File: src/rtl/uart_rx_param_if.sv
// Receive-side FIFO write handshake plus the per-frame status pulses.
// The receiver drives everything except the full flag.
interface uart_rx_param_if #(
  parameter int unsigned P_DATA_BITS = 8
);
  logic [P_DATA_BITS-1:0] rx_fifo_data;
  logic                   rx_fifo_wr_en;
  logic                   rx_fifo_full;
  logic                   rx_parity_err;
  logic                   rx_frame_err;
  logic                   rx_overrun;
  logic                   rx_break;

  modport master (
    output rx_fifo_data,
    output rx_fifo_wr_en,
    output rx_parity_err,
    output rx_frame_err,
    output rx_overrun,
    output rx_break,
    input  rx_fifo_full
  );

  modport slave (
    input  rx_fifo_data,
    input  rx_fifo_wr_en,
    input  rx_parity_err,
    input  rx_frame_err,
    input  rx_overrun,
    input  rx_break,
    output rx_fifo_full
  );
endinterface

File: src/rtl/uart_rx_param.sv
// Parametrised UART receiver: majority-vote sampling, false-start rejection,
// parity/framing/overrun/break reporting, one FIFO write per good frame.
module uart_rx_param #(
  parameter int unsigned P_CLK_FREQ_HZ = 100000000,
  parameter int unsigned P_BAUD_RATE   = 9600,
  parameter int unsigned P_DATA_BITS   = 8,
  parameter int unsigned P_PARITY      = 0,
  parameter int unsigned P_STOP_BITS   = 1
) (
  input  logic                  clk,
  input  logic                  rst_n,
  input  logic                  rx,
  uart_rx_param_if.master       rx_fifo
);

  localparam int unsigned N        = P_CLK_FREQ_HZ / P_BAUD_RATE;
  localparam int unsigned CntW     = $clog2(N + 1);
  localparam logic [CntW-1:0] HalfCnt = CntW'(N / 2);
  localparam logic [CntW-1:0] LastCnt = CntW'(N - 1);
  localparam logic [3:0] LastData  = 4'(P_DATA_BITS - 1);
  localparam logic [3:0] LastStop  = 4'(P_STOP_BITS - 1);
  localparam logic       OddParity = (P_PARITY == 2);
  localparam logic       HasParity = (P_PARITY != 0);

  typedef enum logic [2:0] {
    StIdle,
    StStart,
    StData,
    StParity,
    StStop,
    StBreak
  } state_e;

  state_e                 state_q;
  logic [1:0]             sync_q;
  logic [2:0]             hist_q;
  logic [CntW-1:0]        latch_cnt_q;
  logic [3:0]             bit_cnt_q;
  logic [P_DATA_BITS-1:0] shift_q;
  logic                   par_err_q;
  logic                   frm_err_q;
  logic                   zero_q;

  logic rx_s;
  logic vote;
  logic bit_tick;
  logic stop_bad;
  logic all_zero;

  assign rx_s     = sync_q[1];
  assign vote     = (hist_q[0] & hist_q[1]) | (hist_q[0] & hist_q[2]) | (hist_q[1] & hist_q[2]);
  assign bit_tick = (latch_cnt_q == LastCnt);
  // Final verdict folds in the stop sample being taken this cycle.
  assign stop_bad = frm_err_q | ~vote;
  assign all_zero = zero_q & ~vote;

  always_ff @(posedge clk) begin
    if (!rst_n) begin
      state_q                <= StIdle;
      sync_q                 <= 2'b11;
      hist_q                 <= 3'b111;
      latch_cnt_q            <= '0;
      bit_cnt_q              <= '0;
      shift_q                <= '0;
      par_err_q              <= 1'b0;
      frm_err_q              <= 1'b0;
      zero_q                 <= 1'b0;
      rx_fifo.rx_fifo_data   <= '0;
      rx_fifo.rx_fifo_wr_en  <= 1'b0;
      rx_fifo.rx_parity_err  <= 1'b0;
      rx_fifo.rx_frame_err   <= 1'b0;
      rx_fifo.rx_overrun     <= 1'b0;
      rx_fifo.rx_break       <= 1'b0;
    end else begin
      sync_q                 <= {sync_q[0], rx};
      hist_q                 <= {hist_q[1:0], rx_s};
      rx_fifo.rx_fifo_wr_en  <= 1'b0;
      rx_fifo.rx_parity_err  <= 1'b0;
      rx_fifo.rx_frame_err   <= 1'b0;
      rx_fifo.rx_overrun     <= 1'b0;
      rx_fifo.rx_break       <= 1'b0;

      unique case (state_q)
        StIdle: begin
          latch_cnt_q <= '0;
          bit_cnt_q   <= '0;
          if (!rx_s && hist_q[0]) begin
            state_q   <= StStart;
            par_err_q <= 1'b0;
            frm_err_q <= 1'b0;
            zero_q    <= 1'b1;
          end
        end

        StStart: begin
          if (latch_cnt_q == HalfCnt) begin
            latch_cnt_q <= '0;
            // A start bit that has gone high again by mid-bit was a glitch.
            state_q     <= vote ? StIdle : StData;
          end else begin
            latch_cnt_q <= latch_cnt_q + 1'b1;
          end
        end

        StData: begin
          if (bit_tick) begin
            latch_cnt_q <= '0;
            shift_q     <= {vote, shift_q[P_DATA_BITS-1:1]};
            zero_q      <= zero_q & ~vote;
            if (bit_cnt_q == LastData) begin
              bit_cnt_q <= '0;
              state_q   <= HasParity ? StParity : StStop;
            end else begin
              bit_cnt_q <= bit_cnt_q + 4'd1;
            end
          end else begin
            latch_cnt_q <= latch_cnt_q + 1'b1;
          end
        end

        StParity: begin
          if (bit_tick) begin
            latch_cnt_q <= '0;
            zero_q      <= zero_q & ~vote;
            par_err_q   <= ((^shift_q) ^ vote) != OddParity;
            state_q     <= StStop;
          end else begin
            latch_cnt_q <= latch_cnt_q + 1'b1;
          end
        end

        StStop: begin
          if (bit_tick) begin
            latch_cnt_q <= '0;
            if (bit_cnt_q == LastStop) begin
              bit_cnt_q <= '0;
              if (all_zero) begin
                rx_fifo.rx_break <= 1'b1;
                state_q          <= StBreak;
              end else if (stop_bad) begin
                rx_fifo.rx_frame_err <= 1'b1;
                state_q              <= StIdle;
              end else if (rx_fifo.rx_fifo_full) begin
                rx_fifo.rx_overrun <= 1'b1;
                state_q            <= StIdle;
              end else begin
                rx_fifo.rx_fifo_wr_en <= 1'b1;
                rx_fifo.rx_fifo_data  <= shift_q;
                rx_fifo.rx_parity_err <= par_err_q;
                state_q               <= StIdle;
              end
            end else begin
              bit_cnt_q <= bit_cnt_q + 4'd1;
              frm_err_q <= frm_err_q | ~vote;
              zero_q    <= zero_q & ~vote;
            end
          end else begin
            latch_cnt_q <= latch_cnt_q + 1'b1;
          end
        end

        StBreak: begin
          latch_cnt_q <= '0;
          bit_cnt_q   <= '0;
          if (rx_s) begin
            state_q <= StIdle;
          end
        end

        default: state_q <= StIdle;
      endcase
    end
  end

endmodule

File: src/flat_wrapper.sv
// flat-port wrapper written by rule: the top's interface ports become plain ports
module uart_rx_param_flat 
#(
  parameter int unsigned P_CLK_FREQ_HZ = 100000000,
  parameter int unsigned P_BAUD_RATE   = 9600,
  parameter int unsigned P_DATA_BITS   = 8,
  parameter int unsigned P_PARITY      = 0,
  parameter int unsigned P_STOP_BITS   = 1
)
  (clk, rst_n, rx, rx_fifo_rx_fifo_data, rx_fifo_rx_fifo_wr_en, rx_fifo_rx_parity_err, rx_fifo_rx_frame_err, rx_fifo_rx_overrun, rx_fifo_rx_break, rx_fifo_rx_fifo_full);
  uart_rx_param_if #(.P_DATA_BITS(P_DATA_BITS)) rx_fifo_i ();
  input  logic clk;
  input  logic rst_n;
  input  logic rx;
  output wire logic [$bits(rx_fifo_i.rx_fifo_data)-1:0] rx_fifo_rx_fifo_data;
  output wire logic [$bits(rx_fifo_i.rx_fifo_wr_en)-1:0] rx_fifo_rx_fifo_wr_en;
  output wire logic [$bits(rx_fifo_i.rx_parity_err)-1:0] rx_fifo_rx_parity_err;
  output wire logic [$bits(rx_fifo_i.rx_frame_err)-1:0] rx_fifo_rx_frame_err;
  output wire logic [$bits(rx_fifo_i.rx_overrun)-1:0] rx_fifo_rx_overrun;
  output wire logic [$bits(rx_fifo_i.rx_break)-1:0] rx_fifo_rx_break;
  input wire logic [$bits(rx_fifo_i.rx_fifo_full)-1:0] rx_fifo_rx_fifo_full;
  assign rx_fifo_rx_fifo_data = rx_fifo_i.rx_fifo_data;
  assign rx_fifo_rx_fifo_wr_en = rx_fifo_i.rx_fifo_wr_en;
  assign rx_fifo_rx_parity_err = rx_fifo_i.rx_parity_err;
  assign rx_fifo_rx_frame_err = rx_fifo_i.rx_frame_err;
  assign rx_fifo_rx_overrun = rx_fifo_i.rx_overrun;
  assign rx_fifo_rx_break = rx_fifo_i.rx_break;
  assign rx_fifo_i.rx_fifo_full = rx_fifo_rx_fifo_full;
  uart_rx_param #(.P_CLK_FREQ_HZ(P_CLK_FREQ_HZ), .P_BAUD_RATE(P_BAUD_RATE), .P_DATA_BITS(P_DATA_BITS), .P_PARITY(P_PARITY), .P_STOP_BITS(P_STOP_BITS)) u_core (.clk(clk), .rst_n(rst_n), .rx(rx), .rx_fifo(rx_fifo_i));
endmodule
File: config.mk
export PLATFORM = sky130hd
export DESIGN_NAME = uart_rx_param_flat
export DESIGN_NICKNAME = d
export VERILOG_FILES = /design/src/rtl/uart_rx_param_if.sv /design/src/rtl/uart_rx_param.sv /design/src/flat_wrapper.sv
export SDC_FILE = /design/constraint.sdc
export NUM_CORES = 1
export LEC_CHECK = 0
export ABC_AREA = 1
export BUFFER_PORTS_ARGS = -buffer_cell sky130_fd_sc_hd__buf_2
export CAP_MARGIN = 5
export CORE_MARGIN = 2
export CORE_UTILIZATION = 54
export DETAILED_ROUTE_END_ITERATION = 8
export GPL_TIMING_DRIVEN = 1
export PLACE_DENSITY = 0.78
export SETUP_SLACK_MARGIN = 0.3
export SLEW_MARGIN = 20
export SYNTH_ARGS = -nofsm -noshare
export SYNTH_HDL_FRONTEND = slang
export SYNTH_SLANG_ARGS = --single-unit
File: constraint.sdc
create_clock -name clk -period 1.57 [get_ports clk]
set_clock_uncertainty 0.05 [all_clocks]
set_input_delay 0.2355 -clock clk [delete_from_list [all_inputs] [get_ports clk]]
set_output_delay 0.2355 -clock clk [all_outputs]
set_load 0.03 [all_outputs]
==> results.ini <==
[route]
via_per_inst = 5.14
drc_errors = 0
ant_nets = 0
first_pass_iters = 4
vias = 2667
wl_per_cell_um = 13.7
drtIter0Drc = 163
drt_wl_total_um = 7130

[run]
maxCapViolCount = 0

[power_and_ir_drop]
p_per_area_nw_per_um2 = 1300
finalPower_mw = 4.82
peakVddDrop_mv = 1.31
p_leak_nw = 1.53

[outcome]
violations = setup timing
status = complete, but fails checks

[layout]
num_antenna_cells = 0
utilization_pct = 77.0
layout_common_cells = nand2_1 (86), nor2_1 (46), inv_1 (34), buf_4 (33), dfxtp_1 (29)
final_common_cell = nand2_1
fillCellCount = 357
area_growth_pct = 34.7
nNetsFinal = 459
drive_gt1_share_pct = 44.5

[synthesis]
synth_area_leaders = dfxtp_1 (36%), nand2_1 (13%), nor2_1 (7.6%)
ys_types = 36
synth-edff-count = 0
yosys.area.top_type = dfxtp_1
yosys_warnings = 0
synth.top_cell.area_share_pct = 36.3
async_flop_share_pct = 0
avgSynthCellArea_um2 = 6.96
synth_fp_nets = 404
yosysSeqAreaShare_pct = 36.3
syn_area_um2 = 2760
ys.flop_type = dfxtp_1
synth_cells = 396
ys_seq_elements = 50

[clock_network]
cts_buffers = 5
clockRootBuffer = clkbuf_8
clock_sinks = 50
insertion_delay_ns = 0.31
cts_hold_buf = 0
clkSlewWorstSetupHoldPaths_ns = 0.10
tritoncts = done
cts_max_path_buffers = 2
cts_max_level = 2

[timing]
tightest_slew_ns = 0.321
finalHoldViolCount = 0
finalCritPeriodShare_pct = 102
rsz0062_at_grt = yes
period_needed_ns = 1.60
setup_viol = 9
relSlewSlack_pct = 78.5
fmax_mhz = 624
finalMaxSlewViolations = 0
setup_ws_ns = -0.0319

[setup_path]
cp_max_fo = 6
r2r_start = u_core.latch_cnt_q[0]$_SDFFE_PN0P_
worstReg2RegEnd = u_core.latch_cnt_q[13]$_SDFFE_PN0P_
start_kind = flop
crit_chain = inv_4 -> ha_1 -> nand2_1 -> nor2_2 -> nand2_2 -> nand2_2 -> nand2_4 -> o21ai_4 -> clkbuf_16 -> a21oi_2
cpPeakStageDelay_ns = 0.37
rrSetupSlack_ns = -0.03
arrival_ns = 1.76
cp_common_cell = nand2_2
critPathTopFamily = simple AND/OR/NAND/NOR gates
endpoint_kind = flop
reg2reg_depth = 10
crit_buf_inv = 2
cp.required_ns = 1.73
crit_type = reg2reg
cpMaxStageDelayCell = dfxtp_4

[worst_hold_path]
whs_endpoint = u_core.sync_q[0]$_SDFF_PN1_
min-delay-start = rx
worstHoldPathCells = 2
min_path_type = in2reg

[placed_design]
port_buffers = 16
dp_hpwl_um = 4480
gp_congestion = 0.899

[floorplan]
ios = 17
die_y_um = 75.4
die_x_um = 75.4
design.core.area_um2 = 4820
initial_utilization_pct = 57.2
fp-row-count = 25
die_area_um2 = 5690

[global_routing]
grt_pass1_wl_um = 10400
grt_pass1_vias = 2398
grt.total_usage_pct = 23.8
antenna_found_initial = 0
overflow = 0
grt_max_degree = 17

-- report_power, final --
part,switching [mW],internal (mW),total (mW)
Sequential,0.124,1.39,1.51
Combinational,1.42,1.07,2.49
Clock,0.453,0.364,0.817
-- sequential cells by signal, indices dropped and copies added (netlist names) --
signal and count:
u_core.latch_cnt_q 14, u_core.rx_fifo.rx_fifo_data 8, u_core.shift_q 8, u_core.bit_cnt_q 4
u_core.hist_q 3, u_core.state_q 3, u_core.sync_q 2, u_core.frm_err_q 1
u_core.par_err_q 1, u_core.rx_fifo.rx_break 1, u_core.rx_fifo.rx_fifo_wr_en 1, u_core.rx_fifo.rx_frame_err 1
u_core.rx_fifo.rx_overrun 1, u_core.rx_fifo.rx_parity_err 1, u_core.zero_q 1
-- routing by layer --
metal,vias up,global-route usage [%],share of wire [%]
met5,-,0,0
met4,0,9.75,1.2
met3,11,4.10,4.8
met2,58,40.9,52
met1,1240,29.5,42
li1,1358,-,-
-- logic make-up (layout without fill, tap and decap cells) --
logic type	after synthesis	after routing	share of synthesized area, %
fa+ha+maj	4	4	1.82
xor+xnor	9	9	2.86
flops	50	50	36.3
buf+inv	60	115	9.76
simple gates	221	222	38.7
compound gates	52	52	10.5
-- how the worst max path moves through the flow --
| stage | start | endpoint | slack [ns] | cells past startpoint |
|---|---|---|---|---|
| after global routing | u_core.state_q[1]$_SDFFE_PN0P_ | u_core.latch_cnt_q[11]$_SDFFE_PN0P_ | -0.09 | 9 |
| after floorplan | u_core.latch_cnt_q[1]$_SDFFE_PN0P_ | u_core.latch_cnt_q[2]$_SDFFE_PN0P_ | 0.11 | 9 |
| after global placement | u_core.latch_cnt_q[1]$_SDFFE_PN0P_ | u_core.latch_cnt_q[7]$_SDFFE_PN0P_ | 0.05 | 9 |
| after CTS | u_core.latch_cnt_q[0]$_SDFFE_PN0P_ | u_core.latch_cnt_q[2]$_SDFFE_PN0P_ | 0.02 | 9 |
| after detailed placement | u_core.latch_cnt_q[1]$_SDFFE_PN0P_ | u_core.latch_cnt_q[7]$_SDFFE_PN0P_ | 0.005 | 9 |
| final | u_core.latch_cnt_q[0]$_SDFFE_PN0P_ | u_core.latch_cnt_q[13]$_SDFFE_PN0P_ | -0.03 | 10 |
-- stage by stage --
stage / setup WS [ns] / cell area [µm²] / setup TNS [ns] / hold WS (ns) / std cells
after floorplan: 0.113 / 2830 / 0 / 0.292 / 396
after global placement: 0.0450 / 3100 / 0 / 0.345 / 492
after detailed placement: 0.00500 / 3100 / 0 / 0.356 / 492
after CTS: 0.0201 / 3410 / 0 / 0.0468 / 507
after global routing: -0.0885 / 3710 / -0.909 / 0.0395 / 519
final: -0.0319 / 3710 / -0.174 / 0.0542 / 519
-- cell type report --
| cell class | instances | area (µm²) | area share, % |
|---|---|---|---|
| multi-input combinational | 287 | 1840 | 49.6 |
| sequential | 50 | 1050 | 28.2 |
| timing repair buffer | 54 | 415 | 11.2 |
| inverter | 53 | 224 | 6.04 |
| tap | 67 | 83.8 | 2.26 |
| clock buffer | 6 | 82.6 | 2.23 |
| clock inverter | 2 | 17.5 | 0.472 |
-- cell usage after synthesis (2+ instances only) --
master / instances
dfxtp_1: 50
o21ai_1: 3
nand2_4: 3
inv_1: 45
o21ai_0: 23
clkinv_1: 2
nor2_2: 12
inv_2: 4
nor3_1: 3
nor2_1: 56
nor2_4: 6
xnor2_1: 2
ha_1: 4
nand3_1: 17
clkbuf_1: 3
nand2_2: 9
a21oi_1: 21
buf_6: 3
or2_2: 2
nand4_1: 5
nor3_2: 5
xor2_1: 7
nor4_1: 2
nand2_1: 97
-- timing repair --
item / in CTS / in global routing
endpoints found under the hold margin: 0 / 0
gates cloned: 1 / 1
pin swaps: 16 / 26
setup buffers: 6 / 11
gates resized for setup: 46 / 64
endpoints found under the setup margin: 45 / 45
Power figures use the tool's default switching activity.
